$ cat src/rtl/bcd3_to_bin_seq.sv
// rtl/bcd3_to_bin_seq.sv - signed NDIG-digit BCD to two's-complement binary, one digit per clock
module bcd3_to_bin_seq #(
   parameter int NDIG = 3,
   parameter int W    = 11
) (
   input  logic                clk,
   input  logic                rst_n,
   input  logic                start,
   input  logic [4*NDIG-1:0]   BCD_IN,
   input  logic                sign_in,
   output logic signed [W-1:0] BIN_OUT,
   output logic                err,
   output logic                busy,
   output logic                done
);

   localparam int CW = (NDIG > 1) ? $clog2(NDIG) : 1;

   typedef enum logic [1:0] {IDLE, CONV, FIX, DONE} state_t;

   state_t            state_q;
   logic [4*NDIG-1:0] bcd_q;
   logic              sign_q;
   logic              bad_q;
   logic [W-2:0]      acc_q;
   logic [CW-1:0]     cnt_q;
   logic [W-1:0]      bin_q;
   logic              err_q;
   logic              done_q;

   logic              bad_digit;
   logic [3:0]        digit;
   logic [W-2:0]      acc_d;
   logic [W-1:0]      mag_ext;

   always_comb begin
      bad_digit = 1'b0;
      for (int i = 0; i < NDIG; i++) begin
         if (BCD_IN[4*i +: 4] > 4'd9) begin
            bad_digit = 1'b1;
         end
      end
   end

   // acc*10 as shift-add; W-1 bits always holds 10^NDIG-1
   always_comb begin
      digit   = bcd_q[4*int'(cnt_q) +: 4];
      acc_d   = (acc_q << 3) + (acc_q << 1) + {{(W-5){1'b0}}, digit};
      mag_ext = {1'b0, acc_q};
   end

   always_ff @(posedge clk or negedge rst_n) begin
      if (!rst_n) begin
         state_q <= IDLE;
         bcd_q   <= '0;
         sign_q  <= 1'b0;
         bad_q   <= 1'b0;
         acc_q   <= '0;
         cnt_q   <= '0;
         bin_q   <= '0;
         err_q   <= 1'b0;
         done_q  <= 1'b0;
      end else begin
         case (state_q)
            IDLE: begin
               if (start) begin
                  bcd_q  <= BCD_IN;
                  sign_q <= sign_in;
                  acc_q  <= '0;
                  cnt_q  <= CW'(NDIG - 1);
                  bad_q  <= bad_digit;
                  // invalid requests route through FIX so done lands one cycle after acceptance
                  if (bad_digit) begin
                     err_q   <= 1'b1;
                     bin_q   <= '0;
                     state_q <= FIX;
                  end else begin
                     state_q <= CONV;
                  end
               end
            end
            CONV: begin
               acc_q <= acc_d;
               if (cnt_q == '0) begin
                  state_q <= FIX;
               end else begin
                  cnt_q <= cnt_q - 1'b1;
               end
            end
            FIX: begin
               if (!bad_q) begin
                  bin_q <= sign_q ? (~mag_ext + 1'b1) : mag_ext;
                  err_q <= 1'b0;
               end
               done_q  <= 1'b1;
               state_q <= DONE;
            end
            DONE: begin
               done_q  <= 1'b0;
               state_q <= IDLE;
            end
            default: begin
               done_q  <= 1'b0;
               state_q <= IDLE;
            end
         endcase
      end
   end

   assign BIN_OUT = bin_q;
   assign err     = err_q;
   assign done    = done_q;
   assign busy    = (state_q != IDLE);

endmodule
$ cat config.mk
export PLATFORM = sky130hd
export DESIGN_NAME = bcd3_to_bin_seq
export DESIGN_NICKNAME = d
export VERILOG_FILES = /design/src/rtl/bcd3_to_bin_seq.sv
export SDC_FILE = /design/constraint.sdc
export NUM_CORES = 1
export LEC_CHECK = 0
export ABC_AREA = 1
export CAP_MARGIN = 10
export CORE_UTILIZATION = 56
export CTS_CLUSTER_SIZE = 40
export DETAILED_ROUTE_END_ITERATION = 6
export GPL_TIMING_DRIVEN = 0
export PLACE_DENSITY = 0.8
export SYNTH_ARGS = -nofsm -noshare
export SYNTH_HDL_FRONTEND = slang
export SYNTH_SLANG_ARGS = --single-unit
$ cat constraint.sdc
create_clock -name clk -period 3.4 [get_ports clk]
set_clock_uncertainty 0.2 [all_clocks]
set_input_delay 0.51 -clock clk [delete_from_list [all_inputs] [get_ports clk]]
set_output_delay 0.51 -clock clk [all_outputs]
set_load 0.005 [all_outputs]
==> summary.md, run 1 <==
| Metric | Value |
|---|---|
| Final WL | `5.19 mm` |
| Yosys Warn Count | `0` |
| Syn Area/Cell | `7.71 um2` |
| Crit path required time | `3410 ps` |
| Post-CTS sizing | `0` |
| CTS root buffer | `clkbuf_8` |
| Synth top cells by count | `119 x nand2_1, 41 x dfrtp_1, 34 x inv_1` |
| Crit path buf inv count | `2` |
| Crit path largest cell delay | `roughly 500 ps` |
| Synth top area share | `41.4%` |
| Post-synth EDFFs | `0` |
| Final core utilization | `72.2%` |
| PwrDens | `approximately 900 nW/um2` |
| Kind of end point of the critical path | `flip-flop` |
| Final period demand of the worst path | `2700 ps` |
| Die area | `4690 um2` |
| Crit Path Max Fanout | `7` |
| Number of inserted diodes | `0` |
| Antenna violations before repair | `0` |
| DRT Pass-1 Iters | `4` |
| Nets | `398` |
| Status | `complete, no violations` |
| Synth Cell Area | `between 2000 and 2500 um2` |
| Area leader, netlist | `dfrtp_1` |
| # IOs | `30` |
| Worst-Skew Late Latency | `290 ps` |
| Core area | `4120 um2` |
| Maxcap violations | `0` |
| Vias in the first global route | `2052` |
| DP Area | `2840 um2` |
| Number of buffers created by CTS | `5` |
| Die Ht | `68.5 um` |
| Setup bufs post-CTS | `0` |
| Finished Cell Area | `2970 um2` |
| Worst-Margin Slew | `400 ps` |
| Synth top area cells | `dfrtp_1 41%, nand2_1 18%, ha_1 11%` |
| Detail Route Antenna Nets | `0` |
| Clk sink count | `41` |
| DP Worst Slack | `~750 ps` |
| Asr flop ratio synth | `100%` |
| Pins over their slew limit | `0` |
| Peak VDD IR | `462 uV` |
| DIE WIDTH | `68.5 um` |
| P&R area growth vs syn | `20.0%` |
| Setup_tns | `0 ps` |
| CTS tree | `yes` |
| Crit-path cells | `inv_1, nor2_1, a2bb2oi_1, fa_1, inv_1, fa_1, nand3_1, nand2_1, a21oi_1, o21ai_0, o21ai_0` |
| Total gr overflow | `0` |
| Starting Density | `60.2%` |
| Yosys reg bits | `41` |
| Critical path class | `reg -> reg` |
| Critical-path top delay cell | `fa_1` |
| Crit path max-delay family | `adder cells` |
| Setup-failing EPs final | `0` |
| Netlist cell types | `29` |
| Most common cell in the netlist | `nand2_1` |
| GRT Util Overall | `25.4%` |
| Drt drc | `0` |
| Hpwl dp | `between 4 and 5 mm` |
| Startpoint Class | `flip-flop` |
| Filler cells | `345` |
| Worst Hold Class | `reg -> reg` |
| Site Rows | `23` |
| Max-slew headroom at the worst pin | `73.3%` |
| Clk buf depth | `2` |
| Static leakage | `1.59 nW` |
| Synthesized netlist cell count | `321` |
| Layout cells sized above 1 | `5.83%` |
| Post-synthesis sequential area ratio | `between 40% and 50%` |
| Syn_nets | `360` |
| Final WS setup | `705 ps` |
| Clock transition at path regs | `80 ps` |
| RSZ-0062 raised after global routing | `false` |
| Largest net degree at the start of global routing | `31` |
| Via density per instance | `5.35` |
| Initial detailed-routing violation count | `67` |
| Period utilization | `79.3%` |
| Prevailing post-synth register cell | `dfrtp_1` |
| Max frequency | `0.371 GHz` |
| First-pass GRT wire length | `8.70 mm` |
| Via count | `2193` |
| Final RePlAce weighted congestion | `0.799` |
| # port buffers | `29` |
| DR WL/cell | `12.6 um` |
| Critical Path AT | `2710 ps` |
| Final Hold Vio Count | `0` |
| H-tree levels | `2` |
## routing by layer
| metal | vias to the layer above | global-route usage, % | wire [um] |
|---|---|---|---|
| met5 | - | 0 | 0 |
| met1 | 1032 | 31.4 | 2290 |
| li1 | 1106 | - | - |
| met3 | 4 | 4.28 | 208 |
| met2 | 51 | 44.7 | 2650 |
| met4 | 0 | 8.59 | 36 |
## what timing repair did
item | CTS | global route
setup endpoints to repair | 0 | 0
endpoints found under the hold margin | 11 | 0
hold buffers | 1 | 0
## sequential cells by signal, indices dropped and copies added, names as in the netlist, 2 cells and up
signal,cells
bcd_q,12
BIN_OUT,11
acc_q,10
cnt_q,2
state_q,2
## where the power goes
| part | total (mW) | internal, mW | switching, mW |
|---|---|---|---|
| combinational | 1.42 | 0.567 | 0.857 |
| clock | 0.405 | 0.239 | 0.165 |
| sequential | 0.816 | 0.680 | 0.135 |
## area by class of cell
class / count / area, um2 / area share (%)
buffer: 4 / 25.0 / 0.842
clock buffer: 7 / 86.3 / 2.91
clock inverter: 1 / 30.0 / 1.01
inverter: 35 / 131 / 4.42
multi-input combinational: 241 / 1290 / 43.6
sequential: 41 / 1030 / 34.5
tap: 50 / 62.6 / 2.11
timing repair buffer: 31 / 315 / 10.6
## cell usage in the layout (no fill, tap or decap), types with 2 or more instances in the layout
cell	instances
clkbuf_8	6
clkdlybuf4s50_1	28
nor2_1	21
ha_1	21
fa_1	2
o21ai_0	26
o21ai_2	3
o22ai_1	2
nand2_2	2
xor2_1	5
o21ai_1	4
nand3_1	16
clkbuf_1	2
a21oi_2	2
nand2_1	119
dfrtp_1	41
a21oi_1	5
inv_1	34
buf_2	2
nand4_1	5
## per-stage QoR
stage,std cells,total power [mW],hold WS (ps)
final,410,2.64,278
after global routing,410,2.90,289
after CTS,410,2.65,281
after detailed placement,401,2.23,217
after global placement,400,2.18,262
after floorplan,321,1.81,14.4
## tightest hold or removal path: stages (launching register included)
cell and delay (ps):
dfrtp_1 340, nand2_1 50, nand2_1 50
## cells by family (layout without fill, tap and decap cells)
logic type / after synthesis / after routing / share of synthesized area [%]
adders and majority gates: 23 / 23 / 12.2
AOI/OAI and AO/OA: 46 / 46 / 10.7
buffers and inverters: 39 / 78 / 6.32
xor gates and xnor gates: 6 / 6 / 2.12
and+or+nand+nor: 166 / 166 / 27.2
DFF: 41 / 41 / 41.4
## worst paths after layout
check	to	cells past startpoint	from	slack (ps)
max	acc_q[6]	11	cnt_q[0]	700
min	bcd_q[3]	2	bcd_q[3]	280
max reg2reg	acc_q[6]	11	cnt_q[0]	700
min reg2reg	bcd_q[3]	2	bcd_q[3]	280
max in group asynchronous	BIN_OUT[8]	3	rst_n	2110
min in group asynchronous	acc_q[0]	2	rst_n	440
(Power assumes the default switching activity.)
==> inputs of run 2 (changes only) <==
==> constraint.sdc (replaced) <==
create_clock -name clk -period 2.5 [get_ports clk]
set_clock_uncertainty 0.2 [all_clocks]
set_input_delay 0.375 -clock clk [delete_from_list [all_inputs] [get_ports clk]]
set_output_delay 0.375 -clock clk [all_outputs]
set_load 0.005 [all_outputs]
==> summary.md, run 2 (same netlist as run 1, synthesis figures left out) <==
| Metric | Value |
|---|---|
| Status | `complete, no violations` |
| Max FFs per register | `12 (unchanged)` |
| Number of buffers created by CTS | `5 (unchanged)` |
| Crit Path Max Fanout | `7 (unchanged)` |
| Final Hold Vio Count | `0 (unchanged)` |
| # IOs | `30 (unchanged)` |
| Pint | `2.13 mW (+43%)` |
| Final period demand of the worst path | `2490 ps (-209 ps)` |
| Commonest non-fill, non-tap cell in the layout | `nand2_1` |
| Nets | `402 (+1.0%)` |
| Max frequency | `0.402 GHz (+8.4%)` |
| Worst-Margin Slew | `396 ps (-3.85 ps)` |
| DIE WIDTH | `68.5 um (unchanged)` |
| Clk buf depth | `2 (unchanged)` |
| Number of inserted diodes | `0 (unchanged)` |
| Final WS setup | `13.7 ps (-691 ps)` |
| Via count | `2232 (+1.8%)` |
| Worst Hold Class | `reg -> reg` |
| Drt drc | `0 (unchanged)` |
| Worst reg-to-reg setup slack | `10 ps (-690 ps)` |
| CTS tree | `yes` |
| Starting Density | `60.2% (unchanged)` |
| Clock Power Share | `14.5% (-0.8 points)` |
| Switching Fraction | `44.3% (+0.48 points)` |
| DR WL/cell | `13.1 um (+3.6%)` |
| Peak VDD IR | `641 uV (+39%)` |
| Kind of end point of the critical path | `flip-flop` |
| Pins over their slew limit | `0 (unchanged)` |
| Antenna violations before repair | `0 (unchanged)` |
| Setup-failing EPs final | `0 (unchanged)` |
| P&R area growth vs syn | `25.4%` |
| Core area | `4120 um2 (unchanged)` |
| Layout cells sized above 1 | `13.2% (+7.4 points)` |
| First-pass GRT wire length | `8.73 mm (+0.32%)` |
| Commonest cells after routing, fill and taps aside | `116 x nand2_1, 40 x dfrtp_1, 30 x inv_1, 28 x clkdlybuf4s50_1, 22 x o21ai_0` |
| Hpwl dp | `4.02 mm (unchanged)` |
| Final core utilization | `75.4% (+3.3 points)` |
| Max-slew headroom at the worst pin | `73.6% (+0.26 points)` |
| Initial detailed-routing violation count | `112 (+67%)` |
| Detail Route Antenna Nets | `0 (unchanged)` |
| Filler cells | `320 (-7.2%)` |
| Final WL | `5.43 mm (+4.6%)` |
| Clock transition at path regs | `80 ps (about the same)` |
| Final RePlAce weighted congestion | `0.799 (unchanged)` |
| Via density per instance | `5.39 (+0.80%)` |
| Total gr overflow | `0 (unchanged)` |
| Biggest register | `bcd_q` |
| Worst-Skew Late Latency | `290 ps (about the same)` |
| GRT Util Overall | `25.5% (+0.11 points)` |
| Sw power | `1.69 mW (+46%)` |
| Sequential share of power | `29.5% (-1.3 points)` |
| Largest net degree at the start of global routing | `31 (unchanged)` |
| Die area | `4690 um2 (unchanged)` |
| DP Worst Slack | `-154 ps (-900 ps)` |
| CTS root buffer | `clkbuf_8` |
| H-tree levels | `2 (unchanged)` |
| Gate power share | `56.0% (+2.2 points)` |
| Clk sink count | `41 (unchanged)` |
| # port buffers | `29 (unchanged)` |
| Die Ht | `68.5 um (unchanged)` |
| Site Rows | `23 (unchanged)` |
| Crit path required time | `2480 ps (-930 ps)` |
| Static leakage | `1.60 nW (+0.87%)` |
| DRT Pass-1 Iters | `5 (+1)` |
| Period utilization | `99.5% (+20 points)` |
| Startpoint Class | `flip-flop` |
| RSZ-0062 raised after global routing | `true` |
| Critical path class | `reg -> reg` |
| Maxcap violations | `0 (unchanged)` |
| Critical Path AT | `2460 ps (-250 ps)` |
| Vias in the first global route | `2045 (-0.34%)` |
| Reg area | `1030 um2 (+0.12%)` |
| PwrDens | `1230 nW/um2 (+38%)` |
| Multi-input logic area | `1390 um2 (+7.4%)` |
-- run 2: cell count changes in the layout (fill, tap and decap cells not counted), moves of 3 or more --
cell     change
nand3_1      -6
a21oi_1      -3
inv_1        -4
nand3_2      +6
nand2_1      -3
inv_2        +3
buf_4        +3
o21ai_0      -4
o21ai_1      +3
-- run 2: critical path: stages (launching register included) --
cell	delay, ps
dfrtp_2	490
inv_4	90
nor2_1	60
a2bb2oi_2	140
fa_1	520
inv_2	50
fa_2	410
buf_6	140
o211ai_1	170
o21ai_1	100
-- run 2: area by class of cell --
cell class	count	share of cell area, %
clock inverter	1	0.967
buffer	4	0.806
multi-input combinational	241	44.8
tap	50	2.02
timing repair buffer	35	11.2
inverter	35	4.31
sequential	41	33.1
clock buffer	7	2.78
-- run 2: routing by layer --
metal	part of all wire [%]	wire (um)	GRT usage (%)	vias to the layer above
met5	0	0	0	-
met1	44	2400	31.5	1049
met2	51	2780	45.2	58
met4	1.3	68	8.33	0
met3	3.3	181	4.11	9
li1	-	-	-	1116
-- run 2: final timing paths --
| check | from | to | depth (start not counted) |
|---|---|---|---|
| max in group asynchronous | rst_n | cnt_q[0] | 3 |
| worst min register to register | BIN_OUT[9] | BIN_OUT[9] | 2 |
| worst min-delay path | BIN_OUT[9] | BIN_OUT[9] | 2 |
| worst max-delay path | cnt_q[0] | acc_q[4] | 9 |
| worst max register to register | cnt_q[0] | acc_q[4] | 9 |
| min in group asynchronous | rst_n | bcd_q[4] | 2 |
-- run 2: what timing repair did --
item | CTS | global route
endpoints found under the hold margin | 11 | 0
pin swaps | 1 | 15
buffers inserted | 0 | 4
hold buffers | 1 | 0
resized for setup | 11 | 22
gates cloned | 0 | 0
endpoints found under the setup margin | 6 | 6
-- run 2: power groups by stage --
stage / sequential, mW / clock (mW) / combinational, mW
after global placement: 1.11 / 0 / 1.85
after global routing: 1.16 / 0.583 / 2.42
after floorplan: 1.08 / 0 / 1.38
after CTS: 1.12 / 0.557 / 1.97
after detailed placement: 1.12 / 0 / 1.92
final: 1.13 / 0.556 / 2.14
-- run 2: through the flow --
stage	total power, mW	cell area, um2	setup TNS [ps]	hold slack [ps]	cells
2_1_floorplan	2.46	2480	0	-121	321
3_3_place_gp	2.96	2830	-6550	262	400
3_5_place_dp	3.04	2840	-407	81.5	401
4_1_cts	3.65	2990	0	286	410
5_1_grt	4.16	3100	-310	307	414
6_report	3.82	3100	0	282	414
